`config.mk`:
```
export PLATFORM = sky130hd
export DESIGN_NAME = z3_target_ctrl
export DESIGN_NICKNAME = d
export VERILOG_FILES = /design/src/rtl/z3_pkg.sv /design/src/rtl/z3_sync.sv /design/src/rtl/z3_target_ctrl.sv
export SDC_FILE = /design/constraint.sdc
export NUM_CORES = 1
export LEC_CHECK = 0
export BUFFER_PORTS_ARGS = -buffer_cell sky130_fd_sc_hd__buf_2
export CORE_ASPECT_RATIO = 1.1
export CORE_MARGIN = 4
export CORE_UTILIZATION = 30
export CTS_CLUSTER_DIAMETER = 50
export DETAILED_ROUTE_END_ITERATION = 10
export GPL_TIMING_DRIVEN = 0
export PLACE_DENSITY_LB_ADDON = 0.08
export SLEW_MARGIN = 5
export SYNTH_ARGS = -nofsm -noshare
export SYNTH_HDL_FRONTEND = slang
export SYNTH_HIERARCHICAL = 1
export SYNTH_SLANG_ARGS = --single-unit
```
`constraint.sdc`:
```
create_clock -name CLK -period 2.2 [get_ports CLK]
set_clock_uncertainty 0.15 [all_clocks]
set_input_delay 0 -clock CLK [delete_from_list [all_inputs] [get_ports CLK]]
set_output_delay 0 -clock CLK [all_outputs]
set_load 0.02 [all_outputs]
```
`src/rtl/z3_pkg.sv`:
```
// Shared definitions for the Zorro III slave-cycle controller.
// Latency: none (types, constants and a combinational helper only).
// Backpressure: not applicable.
package z3_pkg;

    localparam int MAX_REGIONS = 8;

    typedef enum logic [1:0] {
        Z3_IDLE  = 2'd0,
        Z3_START = 2'd1,
        Z3_DATA  = 2'd2,
        Z3_END   = 2'd3
    } z3_state_t;

    // Isolate the lowest set bit: lowest region index wins on overlapping windows.
    function automatic logic [MAX_REGIONS-1:0] lowest_onehot(input logic [MAX_REGIONS-1:0] v);
        return v & (~v + MAX_REGIONS'(1));
    endfunction

endpackage

```
`src/rtl/z3_sync.sv`:
```
// Multi-flop synchroniser for asynchronous active-low bus strobes.
// Latency: STAGES clock cycles from input change to output change.
// Backpressure: none; free-running, resets to all 1s (strobes inactive).
module z3_sync #(
    parameter int WIDTH  = 1,
    parameter int STAGES = 2
) (
    input  logic             CLK,
    input  logic             IORST_n,
    input  logic [WIDTH-1:0] d,
    output logic [WIDTH-1:0] q
);

    logic [STAGES-1:0][WIDTH-1:0] chain;

    // Shift the raw strobes through STAGES flops; reset to the inactive level.
    always_ff @(posedge CLK or negedge IORST_n) begin
        if (!IORST_n) begin
            chain <= '1;
        end else begin
            chain <= {chain[STAGES-2:0], d};
        end
    end

    assign q = chain[STAGES-1];

endmodule

```
`src/rtl/z3_target_ctrl.sv`:
```
// Zorro III slave-cycle controller: decode, one-hot region request, DTACK generation.
// Latency: claim SYNC_STAGES+1 cycles after FCS_n falls; DTACK one cycle after selected ack.
// Backpressure: DATA waits for the region ack (or the Z3_TIMEOUT_EN timeout); FCS_n high aborts.
module z3_target_ctrl
    import z3_pkg::*;
#(
    parameter int                      NUM_REGIONS    = 5,
    parameter logic [NUM_REGIONS*28-1:0] REGION_BASE  = {NUM_REGIONS{28'h0}},
    parameter logic [NUM_REGIONS*28-1:0] REGION_MASK  = {NUM_REGIONS{28'h0}},
    parameter int                      SYNC_STAGES    = 2,
    parameter int                      TIMEOUT_CYCLES = 255
) (
    input  logic                   CLK,
    input  logic                   IORST_n,
    input  logic                   FCS_n,
    input  logic [3:0]             DS_n,
    input  logic                   READ,
    input  logic [2:0]             FC,
    input  logic [27:0]            addr,
    input  logic [NUM_REGIONS-1:0] region_en,
    output logic [NUM_REGIONS-1:0] region_req,
    input  logic [NUM_REGIONS-1:0] region_ack,
    output logic                   dtack_oe,
    output logic                   doe,
    output logic                   slave_active,
    output logic                   timeout_err,
    input  logic                   err_clr
);

    z3_state_t              state_q, state_d;
    logic [NUM_REGIONS-1:0] sel_q;
    logic                   wr_q;
    logic [4:0]             sync_q;
    logic                   fcs_n_s, ds_any, valid_space, ack_sel, to_hit;
    logic [NUM_REGIONS-1:0] hit, win;
    logic [MAX_REGIONS-1:0] pri8;
    logic                   unused_bits;

    z3_sync #(.WIDTH(5), .STAGES(SYNC_STAGES)) u_sync (
        .CLK     (CLK),
        .IORST_n (IORST_n),
        .d       ({FCS_n, DS_n}),
        .q       (sync_q)
    );

    assign fcs_n_s     = sync_q[4];
    assign ds_any      = ~&sync_q[3:0];
    assign valid_space = FC[1] ^ FC[0];
    assign ack_sel     = |(region_ack & sel_q);

    // Window decode: compare only the mask-selected address bits against each base.
    always_comb begin
        hit = '0;
        for (int i = 0; i < NUM_REGIONS; i++) begin
            hit[i] = region_en[i] &&
                     (((addr ^ REGION_BASE[28*i +: 28]) & REGION_MASK[28*i +: 28]) == 28'h0);
        end
    end

    assign pri8 = lowest_onehot(MAX_REGIONS'(hit));
    assign win  = pri8[NUM_REGIONS-1:0];

    // State register plus owner/direction captured at claim time.
    always_ff @(posedge CLK or negedge IORST_n) begin
        if (!IORST_n) begin
            state_q <= Z3_IDLE;
            sel_q   <= '0;
            wr_q    <= 1'b0;
        end else begin
            state_q <= state_d;
            if (state_q == Z3_IDLE && state_d == Z3_START) begin
                sel_q <= win;
                wr_q  <= ~READ;
            end
        end
    end

    // Next state and Moore outputs; region_req also drops as soon as synced FCS_n is high.
    always_comb begin
        state_d      = state_q;
        region_req   = '0;
        dtack_oe     = 1'b0;
        doe          = 1'b0;
        slave_active = 1'b0;
        case (state_q)
            Z3_IDLE: begin
                if (!fcs_n_s && valid_space && (|hit)) state_d = Z3_START;
            end
            Z3_START: begin
                slave_active = 1'b1;
                doe          = wr_q;
                if (fcs_n_s)                state_d = Z3_IDLE;
                else if (!wr_q || ds_any)   state_d = Z3_DATA;
            end
            Z3_DATA: begin
                slave_active = 1'b1;
                doe          = wr_q;
                if (fcs_n_s) begin
                    state_d = Z3_IDLE;
                end else begin
                    region_req = sel_q;
                    if (ack_sel || to_hit) state_d = Z3_END;
                end
            end
            Z3_END: begin
                slave_active = 1'b1;
                doe          = wr_q;
                dtack_oe     = 1'b1;
                if (fcs_n_s) state_d = Z3_IDLE;
            end
            default: state_d = Z3_IDLE;
        endcase
    end

`ifdef Z3_TIMEOUT_EN
    localparam int TW_RAW = $clog2(TIMEOUT_CYCLES + 1);
    localparam int TW     = (TW_RAW < 8) ? 8 : ((TW_RAW > 16) ? 16 : TW_RAW);

    logic [TW-1:0] to_cnt;
    logic          to_fire;

    assign to_hit  = (to_cnt == TW'(TIMEOUT_CYCLES - 1));
    assign to_fire = (state_q == Z3_DATA) && !fcs_n_s && !ack_sel && to_hit;

    // Count DATA cycles; held at zero elsewhere so each DATA entry starts fresh.
    always_ff @(posedge CLK or negedge IORST_n) begin
        if (!IORST_n)                to_cnt <= '0;
        else if (state_q != Z3_DATA) to_cnt <= '0;
        else                         to_cnt <= to_cnt + 1'b1;
    end

    // Sticky error flag; a new timeout beats a simultaneous clear.
    always_ff @(posedge CLK or negedge IORST_n) begin
        if (!IORST_n)     timeout_err <= 1'b0;
        else if (to_fire) timeout_err <= 1'b1;
        else if (err_clr) timeout_err <= 1'b0;
    end

    assign unused_bits = ^{FC[2], pri8};
`else
    assign to_hit      = 1'b0;
    assign timeout_err = 1'b0;
    assign unused_bits = ^{FC[2], pri8, err_clr, TIMEOUT_CYCLES[0]};
`endif

endmodule

```
---- Yosys cells after proc, flatten, opt, wreduce, memory -nomap -nowiden ----
Index checks and enable logic that the tools add are counted.
storage, ports and cells
  latch bits .............................. 0
  memories kept ........................... 0
  bits in writable memories ............... 0
  output and inout bits ................... 9
  bits in read-only memories .............. 0
  word-level logic and storage cells ...... 39
  input port bits ......................... 50
  bits in registers ....................... 18
operators by class
  $lt $le $gt $ge ......................... 0
  bitwise gates (word level) .............. 5
  mux-type cells .......................... 12
  multiply operators ...................... 0
  reductions and logical operators ........ 12
  div/mod/pow operators ................... 0
  add/sub/neg operators ................... 1
  shifts and indexed selects .............. 0
  equal/unequal tests ..................... 4
operators with widths
  kind                                                  number
  2-to-1 mux 2 bit                                      6
  AND 5 bit                                             2
  2-to-1 mux 5 bit                                      2
  OR reduction 5 bit                                    2
  one-hot mux 2 bit (4 select lines)                    1
  adder 5 x 1 -> 5 bit (second input constant)          1
  inverter 5 bit                                        1
  equality test 2 x 1 -> 1 bit (second input constant)  2
  equality test 2 bit (second input constant)           2
  AND reduction 4 bit                                   1
  logical AND 1 bit                                     3
  logical NOT 1 bit                                     3
  2-to-1 mux 1 bit                                      3
  OR reduction 3 bit                                    1
  logical NOT 2 bit                                     1
  logical OR 1 bit                                      1
  inverter 1 bit                                        1
  XOR 1 bit                                             1

---- Longest topological paths before layout ----
Gate-level depths: netlist of the first run.
  depth in word-level cells ............... 8
  gate-level depth with buffers ........... 4
  mapped depth without buffers ............ 3

---- Hierarchy ----
The synthesis of the first run kept the hierarchy.
modules (own cells, without submodules)
  module          times used  area each (um2)  cells an instance
  z3_target_ctrl  1           506.7            49
  z3_sync         1           300.3            15

---- Worst setup path after synthesis of the first run ----
No wires, ideal clock.
  kind .................................... reg-to-reg
  start ................................... register state_q[0]
  end ..................................... register sel_q[0]
  arrival time ............................ 1.523 ns
  slack ................................... 0.402 ns
  required time ........................... 1.925 ns
  stages on the path, launching flop included .. 4
  buffers on the path ..................... 0
  path through ............................ dfrtp_1 -> or2_4 -> a2111oi_4 -> mux2_2
on the way
  word-level cells in the longest chain between the ends .. 5
ends and longest elaborated chain
  item                                        RTL line                                     text
  start: declaration                          z3_target_ctrl.sv:30                         z3_state_t state_q, state_d;
  start signal: assignment                    z3_target_ctrl.sv:70                         state_q <= state_d;
  2-to-1 mux 2 bit, on equally long branches  z3_target_ctrl.sv:102, z3_target_ctrl.sv:93
  2-to-1 mux 2 bit, on equally long branches  z3_target_ctrl.sv:98, z3_target_ctrl.sv:92
  one-hot mux 2 bit (4 select lines)          z3_target_ctrl.sv:85                         case (state_q)
  equality test 2 x 1 -> 1 bit                z3_target_ctrl.sv:71                         if (state_q == Z3_IDLE && state_d == Z3_START) begin
  logical AND 1 bit *                         z3_target_ctrl.sv:71
  end signal: assignment                      z3_target_ctrl.sv:72                         sel_q <= win;
  end: declaration                            z3_target_ctrl.sv:31                         logic [NUM_REGIONS-1:0] sel_q;
Mark *: on every way between the ends. The rest lies on a longest branch, timed or not.
A chain may end at the register's enable or synchronous reset.

---- Worst setup path in the final report of the first run ----
  start ................................... input region_en[1]
  end ..................................... register sel_q[4]
on the way
  word-level cells in the longest chain between the ends .. 6
ends and longest elaborated chain
  item                                RTL line              text
  start: declaration                  z3_target_ctrl.sv:20  input logic [NUM_REGIONS-1:0] region_en,
  OR reduction 5 bit                  z3_target_ctrl.sv:87  if (!fcs_n_s && valid_space && (|hit)) state_d = Z3_START;
  logical AND 1 bit                   z3_target_ctrl.sv:87
  2-to-1 mux 2 bit                    z3_target_ctrl.sv:87
  one-hot mux 2 bit (4 select lines)  z3_target_ctrl.sv:85
  equality test 2 x 1 -> 1 bit        z3_target_ctrl.sv:71
  logical AND 1 bit                   z3_target_ctrl.sv:71
Parallel ways exist; a longest one is shown, timed or not.

==> metrics.cfg, run 1 <==
[run_status]
outcome=finished, final reports clean

[synthesis]
synth_compound_area_share_pct=10.08
ys.flop_type=dfstp_2
synth_top_family_by_area=simple AND/OR/NAND/NOR gates
synth.area.mux_share_pct=8.062
synth_nets=114
syn_avg_cell_area_sq_um=12.61
synth_xor_xnor_area_share_pct=1.085
synth_edf_count=0
synth-seq-cells=18
synth-seq-area-share_pct=57.36
synthSimpleGateAreaFrac_pct=15.04
synth_top_area_share_pct=32.56
synth_top_cell_by_area=dfstp_2
synth.most_common_cell=dfstp_2
yosys-top-cells-area=dfstp_2 (33%), dfrtp_1 (25%), buf_4 (5.6%)
synth_commonest_cells=dfstp_2 (10), dfrtp_1 (8), buf_4 (6)
async_flop_share_pct=100.0
ys_types=27
syn_area_sq_um=807.0
syn_inst=64
yosysWarningCount=6
synth_fa_ha_area_share_pct=0

[floorplanning]
start_util_pct=31.73
die_x_microns=57.45
core-area_sq_um=2544
ios=59
fp.dieH_microns=62.40
rows=19
dieArea_sq_um=3585

[sta]
slew_headroom_pct=60.25
rsz0062_at_grt=false
drv_slew=0
tns_ns=0
fin_crit_sh_pct=89.49
fin_crit_ns=1.969
max_freq_ghz=0.5079
hold_viol=0
setup_viol=0
tightest_slew_ns=0.5962

[power]
leakage_nw=0.5286
vdd_drop_max_uv=442.6
p_per_area_nw_per_um2=670.1

[setup_path]
cp_slowest_cell=dlygate4sd3_1
startpoint_type=input pin
arrival_ns=2.03
cp_top_family=buffers and inverters
cp-end-kind=flip-flop
critPathMaxFanout=4
path_common_cell=dlygate4sd3_1
cp_num_buf_inv=3
critPathMaxStageDelay_ns=0.58
worstSetupPathType=input pin to flip-flop
crit_chain=dlygate4sd3_1 > buf_2 > nor4_2 > nand2_1 > dlygate4sd3_1 > mux2i_1
critical_path_required_ns=2.26

[placed_design]
portBuffers=27
gp_congestion=0.6985
dp_hpwl_microns=1164
dp_cells=122

[grt]
track_usage_pct=9.684
grt_pass1_wl_microns=2642
antenna_found_initial=0
grt_pass1_vias=629
grt_overflow=0
grt_max_degree=19

[cts]
cts_tree=yes
clk_pin_slew_ns=0.10
root_buffer=clkbuf_4
clock_latency_ns=0.29
cts_resized=0
numCtsBuffers=3
post_cts_buffers=0
cts_max_level=1
clk_path_buf_depth=2
clock_sinks=18

[final_layout]
drive_above_1_share_pct=52.78
area_growth_pct=42.17
layout.nets=159
num_antenna_cells=0
finalNonFillerCells=139
nFillCells=258

[route]
firstDrtPassIters=4
routed_wl_microns=1593
vias=611
ant_nets=0
viasPerCell=4.396
wire_per_inst_microns=11.46
first_iter_violations=4
drc=0

[worst_hold_path]
hp-class=input pin to async pin

[flow_run]
max_cap_viol_count=0

metrics by stage:
step	hold slack, ns	total power, W	area (sq um)	utilization (%)	worst slack [ns]
2_1_floorplan	-0.4456	0.0005053	807.0	-	0.4021
3_3_place_gp	-0.2008	0.0005592	980.9	38.56	0.2416
3_5_place_dp	-0.1969	0.0005636	980.9	38.56	0.2311
4_1_cts	0.006748	0.0007857	1147	45.11	0.2186
5_1_grt	0.03255	0.0008235	1147	45.11	0.1622
6_report	0.01060	0.0007688	1147	45.11	0.2313
power by group:
part	internal, W	leakage (nW)	switching (W)	total (W)
registers	0.000377	0.209	0.0000264	0.000403
clock network	0.000101	0.0210	0.0000981	0.000199
logic	0.0000904	0.299	0.0000762	0.000167
total	0.000568	0.529	0.000201	0.000769
layout by cell type (no fill, tap or decap), types with 2 or more instances in the layout:
cell,count
a22oi_1,2
and2_1,4
and2_2,2
buf_2,27
buf_4,6
clkbuf_4,3
dfrtp_1,8
dfstp_2,10
dlygate4sd3_1,13
inv_1,5
mux2_2,4
mux2i_1,2
nand2_1,3
o21ai_0,2
sequential cells by signal (all words and copies together) (netlist names):
| signal | cells |
|---|---|
| state_q | 2 |
| sel_q | 5 |
| u_sync/chain | 5 |
| u_sync/q | 5 |
| wr_q | 1 |
kinds of logic after synthesis:
logic type,Yosys count
xor+xnor,1
compound gates,9
other cells,1
buf+inv,11
simple gates,18
flops,18
mux,6
repair_timing:
action	4_1_cts	5_1_grt
endpoints found under the setup margin	0	0
hold buffers	13	0
endpoints found under the hold margin	29	0
layout make-up:
type / instances / area [sq um] / area share (%)
flip-flops and latches: 18 / 462.9 / 40.35
inverters: 5 / 18.77 / 1.636
clock buffers: 4 / 36.28 / 3.162
multi-input cells: 35 / 280.3 / 24.43
repair buffers: 40 / 265.3 / 23.12
well taps: 31 / 38.79 / 3.381
plain buffers: 6 / 45.04 / 3.926
path summary, 6_finish.rpt:
check                                                from               endpoint  slack, ns  cells after the start
worst min register to register  u_sync/chain[2]$_DFF_PN1_  u_sync/q[2]$_DFF_PN1_       0.21                      0
worst max-delay path                         region_en[1]   sel_q[4]$_DFFE_PN0P_       0.23                      6
worst max register to register       state_q[0]$_DFF_PN0_   sel_q[3]$_DFFE_PN0P_       0.25                      3
min in group CLK                            region_ack[4]   state_q[0]$_DFF_PN0_       0.09                      4
worst min-delay path                              IORST_n   sel_q[1]$_DFFE_PN0P_       0.01                      2
max in group asynchronous                         IORST_n  u_sync/q[2]$_DFF_PN1_       1.57                      2
metal layers:
metal | share of wire, % | wire (microns) | vias up | global-route usage (%)
li1 | - | - | 302 | -
met1 | 41 | 656 | 292 | 10.58
met5 | 0 | 0 | - | 0
met2 | 51 | 815 | 15 | 16.10
met3 | 6.4 | 102 | 2 | 2.686
met4 | 1.1 | 17 | 0 | 6.087
Power figures use the tool's default switching activity.
==> run 2, diff against run 1 <==
==> constraint.sdc (replaced) <==
create_clock -name CLK -period 1.64 [get_ports CLK]
set_clock_uncertainty 0.15 [all_clocks]
set_input_delay 0 -clock CLK [delete_from_list [all_inputs] [get_ports CLK]]
set_output_delay 0 -clock CLK [all_outputs]
set_load 0.02 [all_outputs]
==> run 2 against run 1 <==
The run now ends with negative setup slack left. Register-to-register slack lost 0.26 ns. Combinational power grew 84%. Sequential cell count is the same. Sequential share of layout area shrank 3.3 points. Worst setup slack lost 0.24 ns. Non-clock buffer count grew 9. Utilization grew 4.2 points. Routed wire length grew 17%. Via count grew 7.7%. Critical path depth shrank 2. Die area is the same. Critical path type is now flip-flop to flip-flop. Global-route usage grew 1.8 points.
==> metrics.cfg, run 2 (synthesis gave the netlist of run 1 again) <==
[route]
vias=658  ; was 611
first_iter_violations=8  ; was 4
routed_wl_microns=1862  ; was 1593 microns
ant_nets=0  ; unchanged
wire_per_inst_microns=12.58  ; was 11.46 microns
drc=0  ; unchanged
firstDrtPassIters=2  ; was 4
viasPerCell=4.446  ; was 4.396

[placed_design]
portBuffers=27  ; unchanged
dp_hpwl_microns=1134  ; was 1164 microns
place_ws_ns=-0.2328  ; was 0.2311 ns
placed_cell_area_sq_um=980.9  ; unchanged
dp_cells=122  ; unchanged
gp_congestion=0.7251  ; was 0.6985

[setup_path]
critPathMaxStageDelay_ns=0.41  ; was 0.58 ns
startpoint_type=flip-flop  ; was input pin
crit_chain=or2_4 > a2111oi_4 > buf_6 > mux2_4  ; was dlygate4sd3_1 > buf_2 > nor4_2 > nand2_1 > dlygate4sd3_1 > mux2i_1
cp_slowest_cell=dfrtp_1  ; was dlygate4sd3_1
arrival_ns=1.69  ; was 2.03 ns
cp-end-kind=flip-flop  ; unchanged
critPathMaxFanout=5  ; was 4
worstSetupPathType=flip-flop to flip-flop  ; was input pin to flip-flop
critical_path_required_ns=1.68  ; was 2.26 ns

[cts]
cts_tree=yes  ; unchanged
root_buffer=clkbuf_4  ; unchanged
numCtsBuffers=3  ; unchanged
clock_sinks=18  ; unchanged
clk_path_buf_depth=2  ; unchanged
clk_pin_slew_ns=0.10  ; about the same
cts_max_level=1  ; unchanged
clock_latency_ns=0.29  ; about the same

[floorplanning]
dieArea_sq_um=3585  ; unchanged
ios=59  ; unchanged
rows=19  ; unchanged
start_util_pct=31.73  ; unchanged
die_x_microns=57.45  ; unchanged
fp.dieH_microns=62.40  ; unchanged
core-area_sq_um=2544  ; unchanged

[final_layout]
design_area_sq_um=1254  ; was 1147 sq um
finalNonFillerCells=148  ; was 139
layout.nets=168  ; was 159
num_antenna_cells=0  ; unchanged
nFillCells=235  ; was 258
final_common_cell=buf_2  ; unchanged
seqCellArea_sq_um=464.2  ; was 462.9 sq um
area_growth_pct=55.35  ; was 42.17%
multi_input_area_sq_um=306.5  ; was 280.3 sq um
layout_common_cells=buf_2 (26), dlygate4sd3_1 (16), buf_4 (10), dfstp_2 (10), dfrtp_1 (7)  ; was buf_2 (27), dlygate4sd3_1 (13), dfstp_2 (10), dfrtp_1 (8), buf_4 (6)
drive_above_1_share_pct=54.70  ; was 52.78%

[grt]
grt_overflow=0  ; unchanged
track_usage_pct=11.43  ; was 9.684%
grt_pass1_wl_microns=3153  ; was 2642 microns
grt_pass1_vias=706  ; was 629
grt_max_degree=13  ; was 19
antenna_found_initial=0  ; unchanged

[worst_hold_path]
hp-class=input pin to flip-flop  ; was input pin to async pin

[power]
intPower_w=0.0007773  ; was 0.0005681 W
p_per_area_nw_per_um2=855.1  ; was 670.1 nW/um^2
share_seq_of_total_power_pct=50.4  ; was 52.5%
p_clk_share_pct=20.9  ; was 25.9%
p_sw_share_pct=27.49  ; was 26.11%
p_comb_share_pct=28.7  ; was 21.7%
switching_power_w=0.0002947  ; was 0.0002007 W
vdd_drop_max_uv=627.4  ; was 442.6 uV
leakage_nw=0.5795  ; was 0.5286 nW

[sta]
fin_crit_sh_pct=100.8
rsz0062_at_grt=true  ; was false
layout_setup_ws_ns=-0.01263  ; was 0.2313 ns
fin_crit_ns=1.653
setup_viol=4  ; was 0
drv_slew=0  ; unchanged
tightest_slew_ns=0.5087  ; was 0.5962 ns
max_freq_ghz=0.6051
hold_ws_ns=0.02260  ; was 0.01060 ns
hold_viol=0  ; unchanged
slew_headroom_pct=65.80  ; was 60.25%

[run_status]
outcome=finished, violations left  ; was finished, final reports clean
violations=negative setup slack

[flow_run]
max_cap_viol_count=0  ; unchanged

==> run 2: cell count changes in the layout (fill, tap and decap cells not counted), moves of 3 or more <==
cell,previous run,this run
buf_6,0,3
mux2_4,0,4
mux2_2,4,0
buf_4,6,10
dlygate4sd3_1,13,16
==> run 2: metrics by stage <==
step           power (W)  util, %  TNS (ns)
2_1_floorplan  0.0006774        -   -0.3099
3_3_place_gp   0.0007536    38.56    -1.046
3_5_place_dp   0.0007564    38.56   -0.9635
4_1_cts         0.001065    48.30   -0.5526
5_1_grt         0.001141    49.29   -0.3289
6_report        0.001072    49.29  -0.03605
==> run 2: power groups by stage <==
stage / Combinational, W / Clock [W] / Sequential [W]
after floorplan: 0.000139 / 0 / 0.000539
after global placement: 0.000206 / 0 / 0.000548
after detailed placement: 0.000207 / 0 / 0.000549
after CTS: 0.000285 / 0.000239 / 0.000540
after global routing: 0.000334 / 0.000258 / 0.000549
final: 0.000308 / 0.000224 / 0.000540
==> run 2: worst paths after layout <==
path                                            from                     to  slack (ns)  cells past startpoint
max                             state_q[1]$_DFF_PN0_   sel_q[0]$_DFFE_PN0P_       -0.01                      4
min in group asynchronous                    IORST_n  u_sync/q[2]$_DFF_PN1_        0.16                      2
min                                     region_en[0]   sel_q[2]$_DFFE_PN0P_        0.02                      3
max reg2reg                     state_q[1]$_DFF_PN0_   sel_q[0]$_DFFE_PN0P_       -0.01                      4
max in group asynchronous                    IORST_n   sel_q[4]$_DFFE_PN0P_        0.47                      3
min reg2reg                u_sync/chain[0]$_DFF_PN1_  u_sync/q[0]$_DFF_PN1_        0.21                      0
==> run 2: layer usage <==
| metal | GRT usage [%] | part of all wire (%) | vias up |
|---|---|---|---|
| met2 | 19.49 | 51 | 21 |
| met5 | 0 | 0 | - |
| met4 | 5.217 | 1.7 | 0 |
| met1 | 13.12 | 41 | 315 |
| met3 | 2.893 | 6.7 | 5 |
| li1 | - | - | 317 |
==> run 2: layout make-up <==
class	count	share of cell area [%]
sequential	18	37.03
timing repair buffer	49	28.24
multi-input combinational	35	24.45
buffer	6	3.593
tap	31	3.094
clock buffer	4	2.096
inverter	5	1.497
==> run 2: timing repair <==
action                     CTS  global route
setup endpoints to repair   10            11
setup buffers                5             1
hold buffers                16             0
gates resized for setup      7             4
hold endpoints to repair    30             0
pin swaps                    2             2
==> run 2: worst max-delay path: cells and delay by family, from the launching register on <==
kind,cells,cell delay (ns)
AND/OR/NAND/NOR,1,0.27
AO/OA/AOI/OAI,1,0.22
multiplexers,1,0.30
flip-flops,1,0.41
buffers and inverters,1,0.19
==> run 3, diff against run 2 <==
==> constraint.sdc (replaced) <==
create_clock -name CLK -period 1.64 [get_ports CLK]
set_clock_uncertainty 0.15 [all_clocks]
set_input_delay 0 -clock CLK [delete_from_list [all_inputs] [get_ports CLK]]
set_output_delay 0 -clock CLK [all_outputs]
set_load 0.01 [all_outputs]
==> run 3 against run 2 <==
Total power is 2.1% lower. Utilization decreased by 0.25 points. Worst setup slack better by 0.00078 ns. Final cell count did not move. Register-to-register slack hardly changed. The flow still finishes with violations (negative setup slack). Non-clock buffer count did not move. Via count is 0.61% lower. Sequential cell count did not move. Clock power about the same.
==> metrics.cfg, run 3 (synthesis gave the netlist of run 1 again) <==
[route]
viasPerCell=4.419  ; was 4.446
firstDrtPassIters=2  ; unchanged
ant_nets=0  ; unchanged
wire_per_inst_microns=12.55  ; was 12.58 microns
wl_met2_microns=941  ; was 944 microns
drt-met1-wl_microns=758  ; was 760 microns
first_iter_violations=15  ; was 8
routed_wl_microns=1857  ; was 1862 microns
drc=0  ; unchanged
vias=654  ; was 658
dr_wl_met3_microns=124  ; unchanged
highest_layer=met4  ; unchanged

[placed_design]
portBuffers=27  ; unchanged
dp_cells=122  ; unchanged
dp_hpwl_microns=1134  ; unchanged
gp_congestion=0.7251  ; unchanged
placed_cell_area_sq_um=980.9  ; unchanged

[flow_run]
max_cap_viol_count=0  ; unchanged

[power]
vdd_drop_max_uv=598.5  ; was 627.4 uV
leakage_nw=0.5784  ; was 0.5795 nW
total_power_w=0.001049  ; was 0.001072 W
p_per_area_nw_per_um2=841.1  ; was 855.1 nW/um^2

[setup_path]
cp_num_buf_inv=1  ; unchanged
cp-end-kind=flip-flop  ; unchanged
cp_top_family=flip-flops  ; unchanged
arrival_ns=1.69  ; about the same
r2r_slack_ns=-0.01  ; about the same
cp_slowest_cell=dfrtp_1  ; unchanged
critPathMaxStageDelay_ns=0.41  ; about the same
critical_path_required_ns=1.68  ; about the same
critPathMaxFanout=5  ; unchanged
startpoint_type=flip-flop  ; unchanged
worstSetupPathType=flip-flop to flip-flop  ; unchanged
crit_chain=or2_4 > a2111oi_4 > buf_6 > mux2_4  ; unchanged

[sta]
rsz0062_at_grt=true  ; unchanged
drv_slew=0  ; unchanged
tns_ns=-0.03291  ; was -0.03605 ns
hold_viol=0  ; unchanged
setup_viol=4  ; unchanged
slew_headroom_pct=66.10  ; was 65.80%
max_freq_ghz=0.6054  ; was 0.6051 GHz
fin_crit_ns=1.652  ; was 1.653 ns
tightest_slew_ns=0.5042  ; was 0.5087 ns
fin_crit_sh_pct=100.7  ; was 100.8%
layout_setup_ws_ns=-0.01184  ; was -0.01263 ns

[run_status]
outcome=finished, violations left  ; unchanged
violations=negative setup slack  ; unchanged

[final_layout]
finalNonFillerCells=148  ; unchanged
area_growth_pct=54.57  ; was 55.35%
drive_above_1_share_pct=54.70  ; unchanged
final_common_cell=buf_2  ; unchanged
num_antenna_cells=0  ; unchanged
layout_common_cells=buf_2 (27), dlygate4sd3_1 (16), buf_4 (10), dfstp_2 (10), dfrtp_1 (7)  ; was buf_2 (26), dlygate4sd3_1 (16), buf_4 (10), dfstp_2 (10), dfrtp_1 (7)
finalCoreUtilization_pct=49.04  ; was 49.29%
design_area_sq_um=1247  ; was 1254 sq um
layout.nets=168  ; unchanged

[grt]
grt_overflow=0  ; unchanged
grt_max_degree=13  ; unchanged
track_usage_pct=11.43  ; unchanged
grt_pass1_wl_microns=3153  ; unchanged
antenna_found_initial=0  ; unchanged
grt_pass1_vias=706  ; unchanged

[floorplanning]
start_util_pct=31.73  ; unchanged
core-area_sq_um=2544  ; unchanged
rows=19  ; unchanged
dieArea_sq_um=3585  ; unchanged
ios=59  ; unchanged
fp.dieH_microns=62.40  ; unchanged
die_x_microns=57.45  ; unchanged

[worst_hold_path]
hp-class=input pin to flip-flop  ; unchanged

[cts]
clk_path_buf_depth=2  ; unchanged
root_buffer=clkbuf_4  ; unchanged
clk_pin_slew_ns=0.10  ; about the same
cts_tree=yes  ; unchanged
clock_latency_ns=0.29  ; about the same
clock_sinks=18  ; unchanged
cts_max_level=1  ; unchanged
numCtsBuffers=3  ; unchanged

run 3: cell count changes in the layout (fill, tap and decap cells not counted):
| cell | delta |
|---|---|
| buf_2 | +1 |
| buf_6 | -1 |
run 3: worst paths after layout:
check | startpoint | end | depth (start not counted)
max | state_q[1]$_DFF_PN0_ | sel_q[0]$_DFFE_PN0P_ | 4
min | region_en[0] | sel_q[2]$_DFFE_PN0P_ | 3
max reg2reg | state_q[1]$_DFF_PN0_ | sel_q[0]$_DFFE_PN0P_ | 4
min reg2reg | u_sync/chain[0]$_DFF_PN1_ | u_sync/q[0]$_DFF_PN1_ | 0
max in group asynchronous | IORST_n | sel_q[4]$_DFFE_PN0P_ | 3
min in group asynchronous | IORST_n | u_sync/q[2]$_DFF_PN1_ | 2
run 3: worst min-delay path: cells and delay by family:
kind          cells  cell delay, ns
mux               1            0.25
buf+inv           1            0.12
simple gates      1            0.06
run 3: cell type report:
cell class	instances	area, sq um
Fill cell	234	1296
Sequential cell	18	464.2
Timing Repair Buffer	49	347.8
Multi-Input combinational cell	35	306.5
Buffer	6	45.04
Tap cell	31	38.79
Clock buffer	4	26.28
Inverter	5	18.77
run 3: metal layers:
metal  track usage, %  up-vias
met5                0        -
met4            5.217        0
met3            2.893        5
met2            19.49       21
met1            13.12      310
li1                 -      318
run 3: power breakdown:
part | total (W) | leakage [nW] | switching (W) | internal, W
Clock | 0.000224 | 0.0150 | 0.000130 | 0.0000946
Combinational | 0.000285 | 0.356 | 0.000116 | 0.000169
Sequential | 0.000540 | 0.207 | 0.0000337 | 0.000507
run 3: stage by stage:
step                hold WS, ns  worst slack, ns
floorplan               -0.4456         -0.05876
global placement        -0.2002          -0.2446
detailed placement      -0.2029          -0.2328
CTS                    0.002399         -0.06800
global route            0.02609         -0.05535
finish                  0.02255         -0.01184
run 3: timing repair:
item | CTS | global route
endpoints found under the hold margin | 30 | 0
pin swaps | 2 | 2
buffers inserted | 5 | 1
resized for setup | 7 | 2
setup endpoints to repair | 10 | 11
hold buffers | 16 | 0
